===== config.mk =====
export PLATFORM = sky130hd
export DESIGN_NAME = rv_fetch_unit
export DESIGN_NICKNAME = d
export VERILOG_FILES = /design/src/rtl/rv_fetch_unit_pkg.sv /design/src/rtl/rv_fetch_unit_next_pc.sv /design/src/rtl/rv_fetch_unit.sv
export SDC_FILE = /design/constraint.sdc
export NUM_CORES = 1
export LEC_CHECK = 0
export ABC_AREA = 1
export CORE_MARGIN = 2
export CORE_UTILIZATION = 50
export CTS_CLUSTER_DIAMETER = 40
export DETAILED_ROUTE_END_ITERATION = 12
export GPL_TIMING_DRIVEN = 0
export PLACE_DENSITY = 0.77
export SYNTH_ARGS = -nofsm -noshare
export SYNTH_HDL_FRONTEND = slang
export SYNTH_HIERARCHICAL = 1
export SYNTH_SLANG_ARGS = --single-unit

===== constraint.sdc =====
create_clock -name iwClk -period 5.58 [get_ports iwClk]
set_input_delay 1.116 -clock iwClk [delete_from_list [all_inputs] [get_ports iwClk]]
set_output_delay 1.116 -clock iwClk [all_outputs]
set_load 0.02 [all_outputs]

===== src/rtl/rv_fetch_unit_pkg.sv =====
// Shared encodings for the RV32I fetch unit: next-PC sources, FSM states and exception codes.
package rv_fetch_unit_pkg;

    localparam logic [1:0] NEXT_PC_SRC_SEQ  = 2'd0;
    localparam logic [1:0] NEXT_PC_SRC_JAL  = 2'd1;
    localparam logic [1:0] NEXT_PC_SRC_JALR = 2'd2;
    localparam logic [1:0] NEXT_PC_SRC_B    = 2'd3;

    typedef enum logic [1:0] {
        FETCH_STATE_FETCH = 2'd0,
        FETCH_STATE_EXEC  = 2'd1,
        FETCH_STATE_HALT  = 2'd2
    } fetch_state_e;

    localparam logic [3:0] EXCEPTION_SUCCESS       = 4'h0;
    localparam logic [3:0] EXCEPTION_ILLEGAL_INSTR = 4'h1;
    localparam logic [3:0] EXCEPTION_MISALIGNED    = 4'h2;
    localparam logic [3:0] EXCEPTION_FETCH_TIMEOUT = 4'h3;

endpackage


===== src/rtl/rv_fetch_unit_next_pc.sv =====
// Combinational next-PC target computation and misalignment flag.
module rv_next_pc
    import rv_fetch_unit_pkg::*;
(
    input  logic [31:0] pc_i,
    input  logic [1:0]  src_i,
    input  logic [19:0] imm20_i,
    input  logic [11:0] imm12_i,
    input  logic        cond_i,
    input  logic        inv_i,
    input  logic [31:0] rs1_i,
    output logic [31:0] target_o,
    output logic        misaligned_o
);

    logic [31:0] jal_off;
    logic [31:0] b_off;
    logic [31:0] jalr_sum;

    always_comb begin
        // Raw immediate fields are unscrambled back into J- and B-type offsets here.
        jal_off  = {{11{imm20_i[19]}}, imm20_i[19], imm20_i[7:0], imm20_i[8], imm20_i[18:9], 1'b0};
        b_off    = {{19{imm12_i[11]}}, imm12_i[11], imm12_i[0], imm12_i[10:5], imm12_i[4:1], 1'b0};
        jalr_sum = rs1_i + {{20{imm12_i[11]}}, imm12_i};
        target_o = pc_i + 32'd4;
        case (src_i)
            NEXT_PC_SRC_JAL:  target_o = pc_i + jal_off;
            NEXT_PC_SRC_JALR: target_o = jalr_sum & ~32'h1;
            NEXT_PC_SRC_B:    target_o = (cond_i ^ inv_i) ? pc_i + b_off : pc_i + 32'd4;
            default:          target_o = pc_i + 32'd4;
        endcase
        misaligned_o = (target_o[1:0] != 2'b00);
    end

endmodule


===== src/rtl/rv_fetch_unit.sv =====
// PC register and FETCH/EXEC/HALT sequencer for the multi-cycle RV32I core.
// Optional fetch watchdog enabled with RV_FETCH_TIMEOUT_EN.
module rv_fetch_unit
    import rv_fetch_unit_pkg::*;
#(
    parameter logic [31:0] RESET_PC       = 32'h0000_0000,
    parameter int unsigned TIMEOUT_CYCLES = 255
) (
    input  logic        iwClk,
    input  logic        iwnRst,
    output logic        orIMemReq,
    output logic [31:0] orIMemAddr,
    input  logic        iwIMemAck,
    input  logic [31:0] iwIMemData,
    output logic [31:0] orInstr,
    output logic [31:0] orPc,
    output logic        orInstrValid,
    input  logic        iwExecDone,
    input  logic [1:0]  iwNextPcSrc,
    input  logic [19:0] iwNextPcImmediate20,
    input  logic [11:0] iwNextPcImmediate12,
    input  logic        iwBranchCond,
    input  logic        iwBranchInverted,
    input  logic [31:0] iwRs1Data,
    input  logic [3:0]  iwException,
    output logic        orHalted,
    output logic [3:0]  orHaltCause
);

    fetch_state_e state_q;
    logic         req_q;
    logic [31:0]  pc_q;
    logic [31:0]  instr_q;
    logic         valid_q;
    logic         halted_q;
    logic [3:0]   cause_q;
    logic [31:0]  target;
    logic         misaligned;

`ifdef RV_FETCH_TIMEOUT_EN
    localparam logic [7:0] TmoLast = 8'(TIMEOUT_CYCLES - 1);
    logic [7:0] tmo_q;
`endif

    rv_next_pc u_next_pc (
        .pc_i        (pc_q),
        .src_i       (iwNextPcSrc),
        .imm20_i     (iwNextPcImmediate20),
        .imm12_i     (iwNextPcImmediate12),
        .cond_i      (iwBranchCond),
        .inv_i       (iwBranchInverted),
        .rs1_i       (iwRs1Data),
        .target_o    (target),
        .misaligned_o(misaligned)
    );

    always_ff @(posedge iwClk) begin
        if (!iwnRst) begin
            state_q  <= FETCH_STATE_FETCH;
            req_q    <= 1'b0;
            pc_q     <= RESET_PC;
            instr_q  <= 32'h0;
            valid_q  <= 1'b0;
            halted_q <= 1'b0;
            cause_q  <= EXCEPTION_SUCCESS;
`ifdef RV_FETCH_TIMEOUT_EN
            tmo_q    <= 8'h0;
`endif
        end else begin
            unique case (state_q)
                FETCH_STATE_FETCH: begin
                    if (req_q && iwIMemAck) begin
                        instr_q <= iwIMemData;
                        valid_q <= 1'b1;
                        req_q   <= 1'b0;
                        state_q <= FETCH_STATE_EXEC;
`ifdef RV_FETCH_TIMEOUT_EN
                    end else if (req_q && tmo_q >= TmoLast) begin
                        req_q    <= 1'b0;
                        halted_q <= 1'b1;
                        cause_q  <= EXCEPTION_FETCH_TIMEOUT;
                        state_q  <= FETCH_STATE_HALT;
                    end else begin
                        req_q <= 1'b1;
                        if (req_q) tmo_q <= tmo_q + 8'd1;
                    end
`else
                    end else begin
                        req_q <= 1'b1;
                    end
`endif
                end
                FETCH_STATE_EXEC: begin
                    if (iwExecDone) begin
                        valid_q <= 1'b0;
                        if (iwException != EXCEPTION_SUCCESS || misaligned) begin
                            halted_q <= 1'b1;
                            cause_q  <= (iwException != EXCEPTION_SUCCESS) ? iwException
                                                                           : EXCEPTION_MISALIGNED;
                            state_q  <= FETCH_STATE_HALT;
                        end else begin
                            pc_q    <= target;
                            req_q   <= 1'b1;
                            state_q <= FETCH_STATE_FETCH;
`ifdef RV_FETCH_TIMEOUT_EN
                            tmo_q   <= 8'h0;
`endif
                        end
                    end
                end
                default: begin
                    req_q   <= 1'b0;
                    valid_q <= 1'b0;
                end
            endcase
        end
    end

    assign orIMemReq    = req_q;
    assign orIMemAddr   = pc_q;
    assign orPc         = pc_q;
    assign orInstr      = instr_q;
    assign orInstrValid = valid_q;
    assign orHalted     = halted_q;
    assign orHaltCause  = cause_q;

endmodule

==> results.toml <==
[status]
status = "complete, no violations"

[die]
die_w_um = 156
die_height_um = 156
start_util_pct = 51.0
core-area_um2 = 22600
die-area_um2 = 24300
rows = 55
io_pins = 211

[clocking]
hold_buffers = 0
cts_root_buf = "clkbuf_16"
cts_max_level = 3
cts_resized = 0
cts_setup_buffers = 0
tritoncts = "done"
cts_sinks = 73
cts_buffer_depth = 2
clk_latency_ps = 350
cts.clk_slew.worst_paths_ps = 70
cts_buffers = 9

[synth]
ys_top_cells_by_count = "nand2_1, inv_1, nor2_1"
yosys_warnings = 6
synth_async_sr_flop_share_pct = 0
synth_top_flop_cell = "dfxtp_1"
ys_seq_area_share_pct = 12.7
synth.cell_area_um2 = 11500
yosys_register_bits = 73
netlist.area_leader.share_pct = 24.3
synthTopCellsByArea = "nand2_1, dfxtp_1, inv_1"
mappedNetlistNets = 2402
synth-edff-count = 0
synth.most_common_cell = "nand2_1"
synth_top_cell_by_area = "nand2_1"
syn_inst = 2200
synth.distinct_cells = 44
synth_area_per_cell_um2 = 5.25

[sta]
worst_hold_slack_ps = 470
period_needed_ps = 3590
timing.final.hold_violations = 0
relSlewSlack_pct = 42.1
post-route-period-util_pct = 64.2
fin_ws_ps = 1990
rsz0062_at_grt = "false"
skew_ps = 12.2
setup_viol_count_final = 0
drv_slew = 0
finalSetupTns_ps = 0
max_slew.worst_pin.slew_ps = 868
max_freq_ghz = 0.279

[cells_and_area]
multi_input_area_um2 = 8250
antenna-diode-count = 0
register_area_um2 = 1460
areaGrowthSynthToFinish_pct = 24.0
final.fill_count = 2321
finalNonFillerCells = 2710
nets = 2622
utilization_pct = 63.3
drive_above_1_share_pct = 4.16

[worst_setup_path]
cp_cell_sequence = "buf_2, ha_1, nand2_1, inv_1, nand2_1, nor3_1, nand4_1, nand4_1, nand3_1, nand4_1, inv_1, nand3_1, nand2_1, nor2_1"
cp.required_ps = 5850
cp-end-kind = "register"
cp_max_fo = 41
crit_slowest_cell = "buf_2"
critPathLaunchType = "input pin"
max_stage_delay_ps = 660
crit_type = "input pin to register"
critPathArrivalTime_ps = 3860

[power_and_ir_drop]
p_switching_uw = 708
power.internal_mw = 1.23
vdd_drop_max_uv = 172
seq_power_share_pct = 29.0
power_frac_comb_pct = 36.9
power_leakage_nw = 7.52
share_clk_of_total_power_pct = 34.1
power.density_nw_per_um2 = 135
switching_share_pct = 36.6

[global_routing]
grt_max_degree = 42
antenna_found_initial = 0
gr-total-overflow = 0
grt_pass1_wl_um = 65300
gr-usage-all-layers_pct = 33.9
grt_pass1_vias = 12792

[drt]
vias_per_cell = 5.37
drt_wl_total_um = 41900
postRouteAntennaNets = 0
post-route-drc-count = 0
drt_first_pass_iters = 6
wire_per_inst_um = 15.5
drt_first_iter_violations = 1630
vias = 14546

[placed_design]
placed_cells = 2694
gp_congestion = 1.03
pre_cts_ws_ps = 1750
dpl.hpwl_um = 34900
portBuffers = 209

[min_path]
hp-class = "register to register"

[flow_run]
cap_violations = 0
## power groups by stage
| stage | logic [mW] | clock network [mW] | registers, mW |
|---|---|---|---|
| global route | 0.787 | 0.697 | 0.564 |
| global placement | 0.692 | 0 | 0.572 |
| CTS | 0.703 | 0.673 | 0.562 |
| detailed placement | 0.700 | 0 | 0.573 |
| floorplan | 0.402 | 0 | 0.601 |
| finish | 0.715 | 0.660 | 0.562 |
## critical path: cells and delay by family
| kind | cells | cell delay [ps] |
|---|---|---|
| simple gates | 10 | 1630 |
| buf+inv | 3 | 790 |
| fa+ha+maj | 1 | 340 |
## metal layers
metal	share of wire (%)	GRT usage (%)	up-vias	routed length (um)
met5	0	0	-	0
met4	3.8	13.1	0	1610
met3	11	7.39	92	4630
met2	41	51.5	716	17300
met1	44	46.8	6387	18300
li1	-	-	7351	-
## cell type report
class                   count  share of cell area, %
multi-input cells        1691                   57.6
repair buffers            209                   14.6
flip-flops and latches     73                   10.2
inverters                 368                   9.64
plain buffers              68                   3.19
well taps                 285                   2.49
clock buffers               9                   1.57
clock inverters             7                  0.751
## sequential cells by signal, summed over array words and instances (netlist names)
signal,count
orIMemReq,1
orHalted,1
orIMemAddr,32
orHaltCause,4
orInstr,32
state_q,2
orInstrValid,1
## through the flow
| stage | power, mW | area (um2) |
|---|---|---|
| final | 1.94 | 14300 |
| after floorplan | 1.00 | 11500 |
| after global routing | 2.05 | 14300 |
| after detailed placement | 1.27 | 14000 |
| after global placement | 1.26 | 14000 |
| after CTS | 1.94 | 14300 |
## cells by family (layout without fill, tap and decap cells)
logic type               count (synthesis)  in the layout  share of synthesized area, %
buffers and inverters                  436            661                          15.9
flip-flops                              73             73                          12.7
AO/OA/AOI/OAI                          214            214                          10.2
XOR/XNOR                                18             18                          1.43
adder cells (fa/ha/maj)                 94             94                          10.4
AND/OR/NAND/NOR                       1365           1365                          49.4
## path summary, 6_finish.rpt
kind / endpoint / startpoint / slack [ps] / cells past startpoint
setup / recovery: orIMemAddr[17] / iwNextPcImmediate12[11] / 1990 / 14
hold / removal: orInstrValid / orInstrValid / 470 / 2
setup reg to reg: orIMemAddr[31] / orIMemAddr[2] / 2790 / 16
hold reg to reg: orInstrValid / orInstrValid / 470 / 2
## placed cells by master (no fill, tap or decap), types with 22 or more instances in the layout
cell type,count
nand2_1,746
inv_1,362
nor2_1,302
clkdlybuf4s50_1,208
nand3_1,203
a21oi_1,92
ha_1,91
dfxtp_1,73
o21ai_0,60
nand4_1,44
buf_4,40
nor3_1,22
(Power assumes the default switching activity.)
